<file path="config.mk">
export PLATFORM = sky130hd
export DESIGN_NAME = alu_sequencer
export DESIGN_NICKNAME = d
export VERILOG_FILES = /design/src/rtl/alu_sequencer.sv
export SDC_FILE = /design/constraint.sdc
export NUM_CORES = 1
export LEC_CHECK = 0
export ABC_AREA = 1
export BUFFER_PORTS_ARGS = -buffer_cell sky130_fd_sc_hd__buf_2
export CORE_MARGIN = 5
export CORE_UTILIZATION = 53
export DETAILED_ROUTE_END_ITERATION = 16
export GPL_TIMING_DRIVEN = 0
export PLACE_DENSITY_LB_ADDON = 0.05
export SYNTH_ARGS = -nofsm -noshare
export SYNTH_HDL_FRONTEND = slang
export SYNTH_SLANG_ARGS = --single-unit
</file>
<file path="constraint.sdc">
create_clock -name clk -period 2.1 [get_ports clk]
set_input_delay 0.105 -clock clk [delete_from_list [all_inputs] [get_ports clk]]
set_output_delay 0.105 -clock clk [all_outputs]
set_load 0.1 [all_outputs]
</file>
<file path="src/rtl/alu_sequencer.sv">
// Issue controller in front of the shared ALU/ALU-control pair.
// MUL is run as WIDTH shift-and-add passes through the ALU's ADD.
module alu_sequencer #(
  parameter int WIDTH = 16
) (
  input  logic             clk,
  input  logic             reset,
  input  logic             start,
  input  logic [3:0]       op,
  input  logic [WIDTH-1:0] a,
  input  logic [WIDTH-1:0] b,
  output logic             busy,
  output logic             done,
  output logic [WIDTH-1:0] result,
  output logic [3:0]       alu_op,
  output logic [3:0]       alu_func,
  output logic [WIDTH-1:0] alu_a,
  output logic [WIDTH-1:0] alu_b,
  input  logic [WIDTH-1:0] alu_y
);

  localparam int CW = $clog2(WIDTH) + 1;
  localparam logic [3:0] OP_MUL = 4'b1100;
  localparam logic [3:0] OP_ADD = 4'b0010;
  localparam logic [3:0] PASS   = 4'b1111;

  typedef enum logic [1:0] {
    IDLE, EXEC, MULT, DONE
  } state_t;

  state_t           state_q, state_d;
  logic [3:0]       op_q, op_d;
  logic [WIDTH-1:0] a_q, a_d;
  logic [WIDTH-1:0] b_q, b_d;
  logic [WIDTH-1:0] acc_q, acc_d;
  logic [WIDTH-1:0] res_q, res_d;
  logic [CW-1:0]    cnt_q, cnt_d;

  always_ff @(posedge clk) begin
    if (reset) begin
      state_q <= IDLE;
      op_q    <= '0;
      a_q     <= '0;
      b_q     <= '0;
      acc_q   <= '0;
      res_q   <= '0;
      cnt_q   <= '0;
    end else begin
      state_q <= state_d;
      op_q    <= op_d;
      a_q     <= a_d;
      b_q     <= b_d;
      acc_q   <= acc_d;
      res_q   <= res_d;
      cnt_q   <= cnt_d;
    end
  end

  always_comb begin
    state_d  = state_q;
    op_d     = op_q;
    a_d      = a_q;
    b_d      = b_q;
    acc_d    = acc_q;
    res_d    = res_q;
    cnt_d    = cnt_q;
    alu_op   = '0;
    alu_func = '0;
    alu_a    = '0;
    alu_b    = '0;
    unique case (state_q)
      IDLE: begin
        if (start) begin
          op_d    = op;
          a_d     = a;
          b_d     = b;
          acc_d   = '0;
          cnt_d   = '0;
          state_d = (op == OP_MUL) ? MULT : EXEC;
        end
      end
      EXEC: begin
        alu_op   = PASS;
        alu_func = op_q;
        alu_a    = a_q;
        alu_b    = b_q;
        res_d    = alu_y;
        state_d  = DONE;
      end
      MULT: begin
        // one partial product per pass, always WIDTH passes
        alu_op   = PASS;
        alu_func = OP_ADD;
        alu_a    = acc_q;
        alu_b    = b_q[0] ? a_q : '0;
        acc_d    = alu_y;
        a_d      = a_q << 1;
        b_d      = b_q >> 1;
        cnt_d    = cnt_q + 1'b1;
        if (cnt_q == CW'(WIDTH - 1)) begin
          res_d   = alu_y;
          state_d = DONE;
        end
      end
      DONE: state_d = IDLE;
      default: state_d = IDLE;
    endcase
  end

  assign busy   = (state_q != IDLE);
  assign done   = (state_q == DONE);
  assign result = res_q;

endmodule

</file>
# Word level (Yosys, flattened, before mapping)
# Index checks and enable logic that the tools add are counted.
# Widths: inputs -> output; s select.
# word_totals
ff_bits	75
in_bits	55
out_inout_bits	58
elab_cells	43
# op_classes
n_addsub	1
eq_ne	7
n_mux	19
n_reduce_logical	9
# op_table
op	n
$pmux 16 s2	6
$mux 16	5
$pmux 5 s2	1
$pmux 2 s4	1
$pmux 4 s2	1
$reduce_and 2->1	4
$mux 2	3
$reduce_bool 2->1	3
$add 5x1->5 const B	1
$eq 5x4->1 const B	1
$mux 5	1
$eq 2x2->1 const B	2
$eq 4x4->1 const B	1
$mux 4	1
$ne 2x2->1 const B	2
$eq 2x1->1 const B	1
$logic_not 2->1	1
$reduce_or 2->1	1

# Logic depth before layout (Yosys ltp)
# logic_depth
depth_word	4
ltp_mapped	11
ltp_nobuf	10

# Worst setup path before layout
# No wires, ideal clock.
# synth_timing
path_type	reg2out
startpoint	register state_q[1]
endpoint	output port alu_b[10]
t_arrival_ns	4.048
required_time_ns	1.995
setup_slack_ns	-2.053
stages_incl_launch_ff	6
n_path_buf	1
path_cell_list	dfxtp_1 inv_1 ha_1 nand2_1 clkbuf_1 o21ai_0
# synth_between
elab_chain_cells	2
word_cells_on_any_way	3
cone_classes	2 x eq/ne; 1 x mux
# synth_rtl
element	line	source
from (decl)	31	state_t state_q, state_d;
from (signal assigned)	49	state_q <= state_d;
$eq 2x2->1 or $eq 2x1->1 (tied branches)	71	unique case (state_q)
$pmux 16 s2 *	71	
to (decl)	18	output logic [WIDTH-1:0] alu_b,
# Every way passes the cells marked *; elsewhere a longest branch is shown, timed or not.

# Worst setup path in the final report
# layout_timing
startpoint	register state_q[0]
endpoint	output port alu_b[6]
# Same word-level chain as after synthesis.

==> load_flow_metrics.sql <==
INSERT INTO impl_metrics (metric_group, metric, value, unit) VALUES
('setup_path', 'critical_path.max_fanout', '10', ''),
('setup_path', 'crit_buf_inv', '4', ''),
('final_layout', 'multi_input_comb_area', '2570', 'um^2'),
('timing', 'timing_hold_violations_final', '0', ''),
('min_path', 'hold_path_depth', '3', ''),
('final_layout', 'final.fill_count', '629', ''),
('clock_network', 'path_clk_slew', '0.09', 'ns'),
('global_route', 'grt_pass1_vias', '4164', ''),
('clock_network', 'worstSkewPairLatency', '0.36', 'ns'),
('final_layout', 'seqCellArea', '1510', 'um^2'),
('placement', 'gpl.final_weighted_congestion', '0.892', ''),
('global_route', 'globalRouteOverflowTotal', '0', ''),
('routing', 'routed_wl', '12.7', 'mm'),
('power_and_ir_drop', 'power.sequential.fraction', '0.242', ''),
('routing', 'vias_per_cell', '5.23', ''),
('setup_path', 'ff2ff_setup_slack', '0.19', 'ns'),
('timing', 'max_slew.worst_pin.slew', '0.709', 'ns'),
('clock_network', 'clockBufferDepth', '2', ''),
('synthesis', 'synth_warnings', '0', ''),
('power_and_ir_drop', 'p_total', '8800', 'uW'),
('global_route', 'antenna_found_initial', '0', ''),
('final_layout', 'post_route_cells_drive_above_1_share', '0.421', ''),
('global_route', 'grt.total_usage', '0.265', ''),
('setup_path', 'crit_path_frequent_cell', 'sky130_fd_sc_hd__buf_4', ''),
('min_path', 'worst_hold_path.endpoint', 'result[12]', ''),
('timing', 'finalCriticalPeriod', '2.03', 'ns'),
('min_path', 'hold_start', 'alu_y[12]', ''),
('floorplanning', 'fp.dieArea', '9570', 'um^2'),
('floorplanning', 'rows', '32', ''),
('global_route', 'grt_start_max_net_pins', '15', ''),
('placement', 'dp_hpwl', '9.52', 'mm'),
('synthesis', 'synth.ff_latch_count', '75', ''),
('clock_network', 'tritoncts', 'done', ''),
('power_and_ir_drop', 'static-leakage-power', '0.00229', 'uW'),
('setup_path', 'reg2reg_from', 'cnt_q[0]', ''),
('floorplanning', 'core_region_area', '7610', 'um^2'),
('floorplanning', 'die_ht', '97.8', 'um'),
('min_path', 'timing.hold.worst.class', 'input port to flop', ''),
('clock_network', 'clkSinkCount', '75', ''),
('power_and_ir_drop', 'netSwitchingPower', '5010', 'uW'),
('outcome', 'outcome', 'complete, no violations', ''),
('placement', 'io_buffers', '112', ''),
('power_and_ir_drop', 'power.clock.fraction', '0.118', ''),
('timing', 'timing_max_transition_violations_final', '0', ''),
('timing', 'timing.fmax', '492', 'MHz'),
('floorplanning', 'die_width', '97.8', 'um'),
('synthesis', 'netlist.area_leader.share', '0.367', ''),
('power_and_ir_drop', 'logic_gate_share_of_total_power', '0.640', ''),
('setup_path', 'largest_stage_delay_worst_path', '0.35', 'ns'),
('global_route', 'grt_pass1_wl', '20.7', 'mm'),
('clock_network', 'cts_max_level', '3', ''),
('placement', 'placed_area', '5150', 'um^2'),
('timing', 'period_share', '0.968', ''),
('timing', 'finalSetupViolCount', '0', ''),
('final_layout', 'area_delta_synth_final', '38.8', '%'),
('timing', 'relSlewSlack', '0.527', ''),
('timing', 'clock-skew-final', '0.00641', 'ns'),
('setup_path', 'worst_path_cell_trace', 'inv_2 -> ha_1 -> buf_4 -> buf_4 -> nand2_1 -> o21ai_4 -> buf_12', ''),
('run', 'maxCapViolations', '0', ''),
('final_layout', 'postLayoutCellArea', '5680', 'um^2'),
('setup_path', 'cp_top_family', 'buffers and inverters', ''),
('routing', 'ant_nets', '0', ''),
('setup_path', 'crit-reg2reg-capture', 'result[12]', ''),
('final_layout', 'most-common-layout-cells', '174 x sky130_fd_sc_hd__nand2_1, 85 x sky130_fd_sc_hd__buf_2, 73 x sky130_fd_sc_hd__dfxtp_1', ''),
('clock_network', 'number_of_clock_buffers_inserted_by_tritoncts', '9', ''),
('setup_path', 'worst_setup_path_start_kind', 'flop', ''),
('setup_path', 'worstSetupEndpointType', 'output pin', ''),
('power_and_ir_drop', 'netSwitchingFraction', '0.569', ''),
('power_and_ir_drop', 'powerDensity', '1550', 'nW/um^2'),
('final_layout', 'antennaDiodeCount', '0', ''),
('routing', 'detailroute.via_count', '4217', '');
[synth_stat cells]
master / n
sky130_fd_sc_hd__clkinv_1: 1
sky130_fd_sc_hd__nand2_1: 175
sky130_fd_sc_hd__buf_8: 1
sky130_fd_sc_hd__buf_4: 7
sky130_fd_sc_hd__nand2_2: 43
sky130_fd_sc_hd__buf_1: 2
sky130_fd_sc_hd__nor2_2: 1
sky130_fd_sc_hd__o31ai_1: 4
sky130_fd_sc_hd__a21oi_1: 27
sky130_fd_sc_hd__buf_2: 13
sky130_fd_sc_hd__o21bai_2: 1
sky130_fd_sc_hd__buf_12: 4
sky130_fd_sc_hd__inv_4: 1
sky130_fd_sc_hd__ha_1: 8
sky130_fd_sc_hd__nor3b_1: 1
sky130_fd_sc_hd__buf_6: 4
sky130_fd_sc_hd__clkbuf_1: 11
sky130_fd_sc_hd__inv_1: 17
sky130_fd_sc_hd__nor2_1: 62
sky130_fd_sc_hd__o21ai_4: 1
sky130_fd_sc_hd__nand3_1: 36
sky130_fd_sc_hd__a21oi_2: 40
sky130_fd_sc_hd__o21ai_0: 42
sky130_fd_sc_hd__dfxtp_1: 75
[registers in the layout (all words and copies together), names as in the netlist]
register  flops
cnt_q         5
a_q          16
result       16
state_q       2
b_q          16
op_q          4
acc_q        16
[power groups by stage]
stage	registers (uW)	clock network, uW	logic [uW]
after detailed placement	2140	0	5320
final	2130	1040	5630
after CTS	2110	1030	5520
after global placement	2130	0	5240
after global routing	2160	1110	5990
after floorplan	2720	0	3750
[metal layers]
layer	vias to the layer above	global-route usage	part of all wire
met5	-	0	0
met4	0	0.0650	0.017
met3	18	0.0564	0.056
met2	131	0.456	0.49
met1	1979	0.340	0.44
li1	2089	-	-
[worst register-to-register path: stages, from the launching register on]
cell and delay (ns):
sky130_fd_sc_hd__dfxtp_1 0.34, sky130_fd_sc_hd__ha_1 0.20, sky130_fd_sc_hd__inv_1 0.10, sky130_fd_sc_hd__nor2_1 0.06, sky130_fd_sc_hd__ha_1 0.17, sky130_fd_sc_hd__inv_1 0.08, sky130_fd_sc_hd__nand2_1 0.07, sky130_fd_sc_hd__nand2_1 0.25
sky130_fd_sc_hd__inv_2 0.13, sky130_fd_sc_hd__buf_2 0.21, sky130_fd_sc_hd__nor2_1 0.14, sky130_fd_sc_hd__nor2_1 0.06
[cell type report]
cell class,count,share of cell area
Multi-Input combinational cell,441,0.453
Sequential cell,75,0.265
Timing Repair Buffer,114,0.151
Buffer,41,0.0642
Tap cell,102,0.0225
Clock buffer,9,0.0218
Inverter,19,0.0134
Clock inverter,6,0.00860
[cell families (layout without fill, tap and decap cells)]
kind of cell | count (synthesis) | in the layout | share of synthesized area
and+or+nand+nor | 318 | 318 | 0.331
buffers and inverters | 61 | 189 | 0.0931
AOI/OAI and AO/OA | 115 | 115 | 0.184
adders and majority gates | 8 | 8 | 0.0245
DFF | 75 | 75 | 0.367
[through the flow]
step,instances,hold slack (ns),setup WS [ns],utilization,setup TNS (ns)
final,807,0.0232,0.0677,0.746,0
after global routing,807,0.0143,-0.00795,0.746,-0.0120
after CTS,806,0.0156,0.00246,0.738,0
after detailed placement,791,0.389,-0.119,0.677,-1.14
after global placement,791,0.374,-0.0872,0.677,-0.774
after floorplan,577,0.265,-0.194,-,-3.14
[worst max-delay path by stage]
stage | startpoint | to | slack, ns | cells after the start
after CTS | state_q[1] | alu_a[6] | 0.002 | 7
after global placement | state_q[1] | alu_func[1] | -0.09 | 6
after floorplan | state_q[1] | alu_a[11] | -0.19 | 5
after detailed placement | state_q[1] | alu_a[14] | -0.12 | 6
after global routing | state_q[0] | alu_b[6] | -0.008 | 7
final | state_q[0] | alu_b[6] | 0.07 | 7
[repair_timing]
action / in CTS / in global routing
gates resized for setup: 94 / 19
pin swaps: 0 / 1
setup endpoints to repair: 36 / 41
setup buffers: 0 / 2
hold buffers: 0 / 0
endpoints found under the hold margin: 0 / 0
Power figures use the tool's default switching activity.
